--- src/rtl/vault_pkg.sv ---
// Shared types and constants for the vault supervisor slice.
package vault_pkg;

  typedef enum logic [1:0] {
    MONITOR = 2'd0,
    LOCKOUT = 2'd1,
    OPEN    = 2'd2,
    ALARM   = 2'd3
  } sup_state_t;

  localparam int unsigned DEF_MAX_FAILS      = 3;
  localparam int unsigned DEF_MAX_LOCKOUTS   = 2;
  localparam int unsigned DEF_LOCKOUT_CYCLES = 50_000_000;
  localparam int unsigned DEF_OPEN_TIMEOUT   = 500_000_000;

  // Segment patterns (gfedcba, active high) showing the state as digits 0..3.
  localparam logic [6:0] SEG_MONITOR = 7'h3F;
  localparam logic [6:0] SEG_LOCKOUT = 7'h06;
  localparam logic [6:0] SEG_OPEN    = 7'h5B;
  localparam logic [6:0] SEG_ALARM   = 7'h4F;

  function automatic logic [6:0] sup_state_seg(input sup_state_t s);
    logic [6:0] seg;
    case (s)
      MONITOR: seg = SEG_MONITOR;
      LOCKOUT: seg = SEG_LOCKOUT;
      OPEN:    seg = SEG_OPEN;
      ALARM:   seg = SEG_ALARM;
      default: seg = '0;
    endcase
    return seg;
  endfunction

endpackage

--- src/rtl/vault_supervisor_timer.sv ---
// Loadable down-counter shared by the lockout and open-timeout phases.
module vault_timer #(
  parameter int unsigned WIDTH = 8
) (
  input  logic             clock,
  input  logic             n_reset,
  input  logic             load,
  input  logic [WIDTH-1:0] load_value,
  output logic             expired
);

  logic [WIDTH-1:0] r_count;

  // Load on request, otherwise count down and hold at zero.
  always_ff @(posedge clock or negedge n_reset) begin
    if (!n_reset) begin
      r_count <= '0;
    end else if (load) begin
      r_count <= load_value;
    end else if (r_count != '0) begin
      r_count <= r_count - WIDTH'(1);
    end
  end

  assign expired = (r_count == '0);

endmodule

--- src/rtl/vault_supervisor.sv ---
// Supervisor around the vault lock FSM: fail counting, timed lockout,
// alarm escalation and open-too-long relock request.
module vault_supervisor
  import vault_pkg::*;
#(
  parameter int unsigned MAX_FAILS      = DEF_MAX_FAILS,
  parameter int unsigned MAX_LOCKOUTS   = DEF_MAX_LOCKOUTS,
  parameter int unsigned LOCKOUT_CYCLES = DEF_LOCKOUT_CYCLES,
  parameter int unsigned OPEN_TIMEOUT   = DEF_OPEN_TIMEOUT
) (
  input  logic                               clock,
  input  logic                               n_reset,
  input  logic                               i_vault_locked,
  input  logic                               i_vault_progress,
  input  logic                               i_vault_unlocked,
  input  logic                               i_clear_alarm,
  output logic                               o_ctrl_enable,
  output logic                               o_alarm,
  output logic                               o_relock_req,
  output logic [$clog2(MAX_FAILS+1)-1:0]     o_fail_count,
  output logic [1:0]                         o_sup_state
);

  localparam int unsigned FC_W      = $clog2(MAX_FAILS + 1);
  localparam int unsigned LC_W      = $clog2(MAX_LOCKOUTS + 1);
  localparam int unsigned TIMER_MAX = (LOCKOUT_CYCLES > OPEN_TIMEOUT) ? LOCKOUT_CYCLES : OPEN_TIMEOUT;
  localparam int unsigned TIMER_W   = $clog2(TIMER_MAX);

  localparam logic [FC_W-1:0]    FAIL_LAST     = FC_W'(MAX_FAILS - 1);
  localparam logic [LC_W-1:0]    LOCKOUT_LIMIT = LC_W'(MAX_LOCKOUTS);
  localparam logic [TIMER_W-1:0] LOCKOUT_LOAD  = TIMER_W'(LOCKOUT_CYCLES - 1);
  localparam logic [TIMER_W-1:0] OPEN_LOAD     = TIMER_W'(OPEN_TIMEOUT - 1);

  sup_state_t        r_state;
  sup_state_t        w_next_state;
  logic [FC_W-1:0]   r_fail_count;
  logic [FC_W-1:0]   w_next_fail_count;
  logic [LC_W-1:0]   r_lockout_cnt;
  logic [LC_W-1:0]   w_next_lockout_cnt;
  logic [LC_W-1:0]   w_lockout_inc;
  logic              r_prev_progress;
  logic              r_relock_req;
  logic              r_relock_done;
  logic              w_fail_event;
  logic              w_relock_fire;
  logic              w_timer_load;
  logic [TIMER_W-1:0] w_timer_load_value;
  logic              w_timer_expired;

  assign w_fail_event  = i_vault_locked & r_prev_progress;
  assign w_lockout_inc = r_lockout_cnt + LC_W'(1);

  // Expiry stays asserted while the timer sits at zero, so a done flag
  // limits the relock request to a single pulse per OPEN visit.
  assign w_relock_fire = (r_state == OPEN) & w_timer_expired & i_vault_unlocked & ~r_relock_done;

  vault_timer #(
    .WIDTH (TIMER_W)
  ) u_timer (
    .clock      (clock),
    .n_reset    (n_reset),
    .load       (w_timer_load),
    .load_value (w_timer_load_value),
    .expired    (w_timer_expired)
  );

  // State, counters, progress history and relock pulse registers.
  always_ff @(posedge clock or negedge n_reset) begin
    if (!n_reset) begin
      r_state         <= MONITOR;
      r_fail_count    <= '0;
      r_lockout_cnt   <= '0;
      r_prev_progress <= 1'b0;
      r_relock_req    <= 1'b0;
      r_relock_done   <= 1'b0;
    end else begin
      r_state         <= w_next_state;
      r_fail_count    <= w_next_fail_count;
      r_lockout_cnt   <= w_next_lockout_cnt;
      r_prev_progress <= i_vault_progress;
      r_relock_req    <= w_relock_fire;
      if (w_timer_load) begin
        r_relock_done <= 1'b0;
      end else if (w_relock_fire) begin
        r_relock_done <= 1'b1;
      end
    end
  end

  // Next-state, counter updates and timer load requests.
  always_comb begin
    w_next_state       = r_state;
    w_next_fail_count  = r_fail_count;
    w_next_lockout_cnt = r_lockout_cnt;
    w_timer_load       = 1'b0;
    w_timer_load_value = LOCKOUT_LOAD;
    case (r_state)
      MONITOR: begin
        if (i_vault_unlocked) begin
          w_next_state       = OPEN;
          w_next_fail_count  = '0;
          w_next_lockout_cnt = '0;
          w_timer_load       = 1'b1;
          w_timer_load_value = OPEN_LOAD;
        end else if (w_fail_event) begin
          if (r_fail_count == FAIL_LAST) begin
            w_next_fail_count  = '0;
            w_next_lockout_cnt = w_lockout_inc;
            if (w_lockout_inc == LOCKOUT_LIMIT) begin
              w_next_state = ALARM;
            end else begin
              w_next_state = LOCKOUT;
              w_timer_load = 1'b1;
            end
          end else begin
            w_next_fail_count = r_fail_count + FC_W'(1);
          end
        end
      end
      LOCKOUT: begin
        if (w_timer_expired) begin
          w_next_state = MONITOR;
        end
      end
      OPEN: begin
        if (i_vault_locked) begin
          w_next_state = MONITOR;
        end
      end
      ALARM: begin
        if (i_clear_alarm) begin
          w_next_state       = MONITOR;
          w_next_fail_count  = '0;
          w_next_lockout_cnt = '0;
        end
      end
      default: begin
        w_next_state = MONITOR;
      end
    endcase
  end

  assign o_ctrl_enable = (r_state == MONITOR) | (r_state == OPEN);
  assign o_alarm       = (r_state == ALARM);
  assign o_relock_req  = r_relock_req;
  assign o_fail_count  = r_fail_count;
  assign o_sup_state   = r_state;

endmodule

--- config.mk ---
export PLATFORM = sky130hd
export DESIGN_NAME = vault_supervisor
export DESIGN_NICKNAME = d
export VERILOG_FILES = /design/src/rtl/vault_pkg.sv /design/src/rtl/vault_supervisor_timer.sv /design/src/rtl/vault_supervisor.sv
export SDC_FILE = /design/constraint.sdc
export NUM_CORES = 1
export LEC_CHECK = 0
export BUFFER_PORTS_ARGS = -buffer_cell sky130_fd_sc_hd__buf_2
export CAP_MARGIN = 25
export CORE_AREA = 2 2 72 125
export DETAILED_ROUTE_END_ITERATION = 7
export DIE_AREA = 0 0 74 127
export GPL_TIMING_DRIVEN = 0
export SLEW_MARGIN = 20
export SYNTH_ARGS = -nofsm -noshare
export SYNTH_HDL_FRONTEND = slang
export SYNTH_SLANG_ARGS = --single-unit
--- constraint.sdc ---
create_clock -name clock -period 5.2 [get_ports clock]
set_input_delay 0 -clock clock [delete_from_list [all_inputs] [get_ports clock]]
set_output_delay 0 -clock clock [all_outputs]
set_load 0.01 [all_outputs]
==> impl_metrics.py, run 1 <==
metrics = {
    "status": {
        "status": "complete, no violations",
    },
    "global_route": {
        "grt_use_met3": 0.02208,
        "use_met1": 0.1211,
        "grtUsageMet2": 0.2232,
        "grt_max_degree": 39,
        "grt_pass1_wl_um": 8714,
        "overflow": 0,
        "grt_busiest_layer": "met2",
        "antenna_found_initial": 0,
        "grt_pass1_vias": 1882,
        "grt_usage": 0.1193,
    },
    "clocking": {
        "insertion_delay_ns": 0.28,
        "holdBufCountCts": 2,
        "cts.clk_slew.worst_paths_ns": 0.06,
        "cts_buffers": 5,
        "cts_tree": "yes",
        "cts_root_buf": "clkbuf_16",
        "cts_sinks": 38,
        "h-tree-depth": 2,
        "clk_path_buf_depth": 2,
        "post_cts_buffers": 0,
        "ctsResizeCount": 0,
    },
    "timing": {
        "setup_slack_ns": 2.609,
        "rsz0062_at_grt": "no",
        "post-route-period-util": 0.4983,
        "hold_violations": 0,
        "finalSetupViolations": 0,
        "whs_ns": 0.02039,
        "relSlewSlack": 0.3273,
        "maxSlewViolCount": 0,
        "timing.fmax_ghz": 0.3859,
        "min_period_ns": 2.591,
        "setup_tns_ns": 0,
        "clock_skew_ns": 0.001585,
        "worst_slew_pin_slew_ns": 1.007,
    },
    "synth": {
        "yosysMostFrequentCell": "dfrtp_1",
        "muxShareOfSynthArea": 0.01962,
        "synth_compound_area_frac": 0.1629,
        "async_flop_share": 1.000,
        "netlist_area_um2": 2105,
        "ys_warn_count": 0,
        "syn_nets": 230,
        "seq_area_frac_synth": 0.4518,
        "ys_types": 45,
        "synth_commonest_cells": "dfrtp_1 (38), nand2_1 (20), nor2_1 (17), o21ai_0 (16), a21oi_1 (10)",
        "ys_ff_latch": 38,
        "ys_top_cells_by_area": "dfrtp_1 (45%), o21ai_0 (3.8%), nand2_1 (3.6%), nor2_1 (3.0%), xor2_1 (2.9%)",
        "netlist.top_cell.by_area": "dfrtp_1",
        "synth_edf_count": 0,
        "synth_top_area_frac": 0.4518,
        "ys.flop_type": "dfrtp_1",
        "synthAdderAreaFrac": 0.01784,
        "synth_top_family_by_area": "simple AND/OR/NAND/NOR gates",
        "synth_cells": 221,
        "syn_avg_cell_area_um2": 9.523,
        "synth-simple-area-share": 0.2747,
        "yosys.area_share.xor_xnor": 0.04994,
    },
    "drt": {
        "drtIter0Drc": 42,
        "vias": 1780,
        "antenna_left": 0,
        "post_drt_wl_per_cell_um": 14.31,
        "via_per_inst": 4.972,
        "drc_errors": 0,
        "firstDrtPassIters": 4,
        "drt_wl_total_um": 5124,
    },
    "critical_path": {
        "required_ns": 5.37,
        "timing.rr.end": "u_timer.r_count[25]",
        "ff2ff_setup_slack_ns": 2.61,
        "endpoint_kind": "flop",
        "crit_arrival_ns": 2.76,
        "critPathMaxFanout": 10,
        "setup.worst_path.start_class": "flop",
        "reg2reg_depth": 6,
        "crit_type": "flop to flop",
        "rr_startpoint": "u_timer.r_count[21]",
    },
    "run": {
        "drv_cap": 0,
    },
    "place": {
        "portBuffers": 12,
        "dp_hpwl_um": 3773,
        "gp_congestion": 0.8170,
        "pre_cts_slack_ns": 2.611,
    },
    "worst_hold_path": {
        "hold_path.startpoint": "i_clear_alarm",
        "worstHoldPathCells": 3,
        "hold_path.class": "primary input to flop",
        "min_to": "o_sup_state[0]",
    },
    "finish": {
        "drive_gt1_frac": 0.1317,
        "syn2layout_area_growth_pct": 18.49,
        "nNetsFinal": 251,
        "diodes": 0,
    },
    "floorplanning": {
        "fp.coreArea_um2": 8313,
        "die_area_um2": 9398,
        "initial_core_util": 0.2532,
        "die_h_um": 127,
        "dieWidth_um": 74,
        "io_pins": 13,
        "rows": 44,
    },
    "power": {
        "powerDensity_nw_per_um2": 422.2,
        "design_power_total_mw": 1.053,
        "p_leak_nw": 0.9082,
        "ir_drop_v": 0.0002402,
    },
}
flip-flops by register name, summed over array words and instances (netlist names):
signal	count
o_relock_req	1
o_fail_count	2
r_relock_done	1
r_prev_progress	1
u_timer.r_count	29
o_sup_state	2
r_lockout_cnt	2
final cells by class:
cell class | instances | area, µm²
Fill cell | 891 | 5819
Multi-Input combinational cell | 170 | 1105
Sequential cell | 38 | 950.9
Tap cell | 115 | 143.9
Clock buffer | 5 | 125.1
Timing Repair Buffer | 14 | 80.08
Clock inverter | 3 | 40.04
Buffer | 8 | 30.03
Inverter | 5 | 18.77
worst max-delay path, cell delays in order, from the launching register on:
cell and delay, ns:
dfrtp_1 0.41, nor4_1 0.60, nand4b_1 0.20, clkbuf_1 0.25, nor2_1 0.54, nor4_1 0.12, a311o_1 0.35
cells in the final DEF, fill, tap and decap left out, types with 5 or more instances in the layout:
cell       netlist  routed
a21oi_1         10      10
and2_1           5       5
buf_2            0      12
clkbuf_1         8       8
clkbuf_16        0       5
dfrtp_1         38      38
inv_1            5       5
nand2_1         20      20
nand3_1          6       6
nor2_1          17      17
nor3_1           9       9
nor4_1           9       9
o211ai_1         6       6
o21ai_0         16      16
or3_1            8       8
xnor2_1          5       5
xor2_1           7       7
power by group:
part | internal (mW) | switching, mW | total [mW]
registers | 0.352 | 0.0556 | 0.408
logic | 0.115 | 0.184 | 0.299
clock network | 0.224 | 0.122 | 0.346
kinds of logic after synthesis:
group / Yosys count
mux: 4
xor+xnor: 12
fa+ha+maj: 3
flops: 38
buf+inv: 13
simple gates: 99
compound gates: 52
worst max-delay path by stage:
stage                   startpoint                  end  cells after the start
2_1_floorplan  u_timer.r_count[20]  u_timer.r_count[25]                      4
3_3_place_gp   u_timer.r_count[19]  u_timer.r_count[25]                      6
3_5_place_dp   u_timer.r_count[20]  u_timer.r_count[25]                      6
4_1_cts        u_timer.r_count[21]  u_timer.r_count[25]                      6
5_1_grt        u_timer.r_count[20]  u_timer.r_count[25]                      6
6_report       u_timer.r_count[21]  u_timer.r_count[25]                      6
layer usage:
layer / routed length [µm] / vias to the layer above
li1: - / 869
met1: 1979 / 880
met2: 2856 / 22
met3: 154 / 9
met4: 134 / 0
met5: 0 / -
per-stage QoR:
| stage | area, µm² | cells | utilization |
|---|---|---|---|
| floorplan | 2105 | 221 | - |
| global placement | 2308 | 348 | 0.2777 |
| detailed placement | 2308 | 348 | 0.2777 |
| CTS | 2494 | 358 | 0.3000 |
| global route | 2494 | 358 | 0.3000 |
| finish | 2494 | 358 | 0.3000 |
Power figures use the tool's default switching activity.
==> run 2: changes to the inputs <==
==> constraint.sdc (replaced) <==
create_clock -name clock -period 2.1 [get_ports clock]
set_input_delay 0 -clock clock [delete_from_list [all_inputs] [get_ports clock]]
set_output_delay 0 -clock clock [all_outputs]
set_load 0.01 [all_outputs]
==> run 2 against run 1 <==
Against the previous run: the run now ends with setup timing left; maximum frequency increased by 17%; global-route usage up 0.77 points; sequential share of layout area down 4.2 points.
==> impl_metrics.py, run 2 (synthesis results as in run 1) <==
metrics = {
    "critical_path": {
        "timing.rr.end": "u_timer.r_count[25]",
        "slowest_delay_ns": 0.57,
        "critical_path.top_delay_family": "simple AND/OR/NAND/NOR gates",
        "crit_slowest_cell": "or4_4",
        "cp.depth": 4,
        "endpoint_kind": "flop",
        "required_ns": 2.27,
        "crit_arrival_ns": 2.38,
        "worst-path-buf-inv": 0,
        "ff2ff_setup_slack_ns": -0.11,
        "crit_type": "flop to flop",
        "cp_common_cell": "or4_4",
        "crit_chain": "or4_4, or3_4, or4_4, a311o_1",
        "rr_startpoint": "u_timer.r_count[20]",
        "critPathMaxFanout": 4,
        "reg2reg_depth": 4,
        "setup.worst_path.start_class": "flop",
    },
    "timing": {
        "relSlewSlack": 0.4185,
        "setup_slack_ns": -0.1110,
        "worst_slew_pin_slew_ns": 0.8722,
        "rsz0062_at_grt": "yes",
        "maxSlewViolCount": 0,
        "timing.fmax_ghz": 0.4523,
        "min_period_ns": 2.211,
        "setup_tns_ns": -0.1697,
        "whs_ns": 0.03403,
        "hold_violations": 0,
        "clock_skew_ns": 0.007327,
        "finalSetupViolations": 3,
        "post-route-period-util": 1.053,
    },
    "clocking": {
        "cts_sinks": 38,
        "cts_tree": "yes",
        "insertion_delay_ns": 0.29,
        "cts.clk_slew.worst_paths_ns": 0.06,
        "h-tree-depth": 2,
        "cts_root_buf": "clkbuf_16",
        "cts_buffers": 5,
        "clk_path_buf_depth": 2,
    },
    "floorplanning": {
        "io_pins": 13,
        "die_h_um": 127,
        "fp.coreArea_um2": 8313,
        "die_area_um2": 9398,
        "rows": 44,
        "dieWidth_um": 74,
        "initial_core_util": 0.2532,
    },
    "power": {
        "p_leak_nw": 1.050,
        "p_sw_frac": 0.3629,
        "design_power_total_mw": 2.661,
        "power.internal_mw": 1.695,
        "clockPowerShare": 0.291,
        "ir_drop_v": 0.0007020,
        "p_switching_uw": 965.4,
        "powerDensity_nw_per_um2": 942.1,
        "combPwrFrac": 0.310,
        "seqPwrFrac": 0.399,
    },
    "worst_hold_path": {
        "hold_path.startpoint": "i_clear_alarm",
        "hold_path.class": "primary input to flop",
        "worstHoldPathCells": 3,
        "min_to": "o_sup_state[0]",
    },
    "global_route": {
        "grt_max_degree": 39,
        "overflow": 0,
        "antenna_found_initial": 0,
        "grt_pass1_wl_um": 9170,
        "grt_usage": 0.1271,
        "grt_pass1_vias": 1909,
    },
    "finish": {
        "area.sequential_um2": 957.2,
        "diodes": 0,
        "final_common_cell": "dfrtp_1",
        "mostFrequentLayoutCells": "dfrtp_1 (33), nand2_1 (20), buf_4 (17), nor2_1 (15)",
        "regMostFlops": "u_timer.r_count",
        "drive_gt1_frac": 0.3142,
        "syn2layout_area_growth_pct": 34.19,
        "nNetsFinal": 269,
        "nFillCells": 858,
        "largest_reg_flops": 29,
        "multi_input_area_um2": 1265,
        "stdcell_count": 376,
    },
    "drt": {
        "firstDrtPassIters": 4,
        "drc_errors": 0,
        "drt_wl_total_um": 5608,
        "drtIter0Drc": 68,
        "via_per_inst": 4.976,
        "post_drt_wl_per_cell_um": 14.91,
        "vias": 1871,
        "antenna_left": 0,
    },
    "status": {
        "violations": "setup timing",
        "status": "complete, but fails checks",
    },
    "place": {
        "gp_congestion": 0.8282,
        "portBuffers": 12,
        "pre_cts_slack_ns": -0.5171,
        "dp_hpwl_um": 3881,
        "dp_cells": 348,
    },
    "run": {
        "drv_cap": 0,
    },
}
==> run 2: cell count changes in the layout (fill, tap and decap cells not counted), sizes merged <==
cell,delta
clkinvlp,+1
buf,+23
bufinv,-1
clkbuf,-4
clkinv,-1
==> run 2: worst max path at each step <==
stage | endpoint | slack, ns | startpoint
after floorplan | u_timer.r_count[19] | -0.01 | u_timer.r_count[5]
after global placement | u_timer.r_count[25] | -0.52 | u_timer.r_count[19]
after global routing | u_timer.r_count[25] | -0.18 | u_timer.r_count[20]
after CTS | u_timer.r_count[25] | -0.10 | u_timer.r_count[20]
final | u_timer.r_count[25] | -0.11 | u_timer.r_count[20]
after detailed placement | u_timer.r_count[25] | -0.52 | u_timer.r_count[20]
==> run 2: per-layer routing <==
metal / vias up / GRT usage / part of all wire
met5: - / 0 / 0
met4: 0 / 0.07701 / 0.036
met3: 12 / 0.01577 / 0.018
met2: 27 / 0.2353 / 0.57
met1: 924 / 0.1289 / 0.37
li1: 908 / - / -
==> run 2: worst reg2reg max path, cell delays in order (launching register included) <==
cell     delay (ns)
dfrtp_1        0.42
or4_4          0.57
or3_4          0.39
or4_4          0.45
a311o_1        0.29
==> run 2: through the flow <==
stage,utilization,cell area [µm²]
2_1_floorplan,-,2105
3_3_place_gp,0.2777,2308
3_5_place_dp,0.2777,2308
4_1_cts,0.3159,2626
5_1_grt,0.3397,2824
6_report,0.3397,2824
==> run 2: layout make-up <==
type,count,area share
Clock buffer,6,0.04918
Buffer,5,0.01241
Sequential cell,38,0.3389
Inverter,5,0.006646
Timing Repair Buffer,35,0.08950
Tap cell,115,0.05095
Clock inverter,2,0.004431
Multi-Input combinational cell,170,0.4479
==> run 2: power groups by stage <==
| stage | clock network (mW) | logic (mW) | registers (mW) |
|---|---|---|---|
| finish | 0.774 | 0.826 | 1.06 |
| global route | 0.820 | 0.925 | 1.08 |
| CTS | 0.792 | 0.806 | 1.01 |
| detailed placement | 0 | 0.745 | 1.02 |
| global placement | 0 | 0.731 | 1.02 |
| floorplan | 0 | 0.509 | 1.01 |
==> run 2: timing repair <==
action	4_1_cts	5_1_grt
hold buffers	2	0
setup buffers	11	10
setup endpoints to repair	31	31
resized for setup	19	36
hold endpoints to repair	39	0
pin swaps	4	7
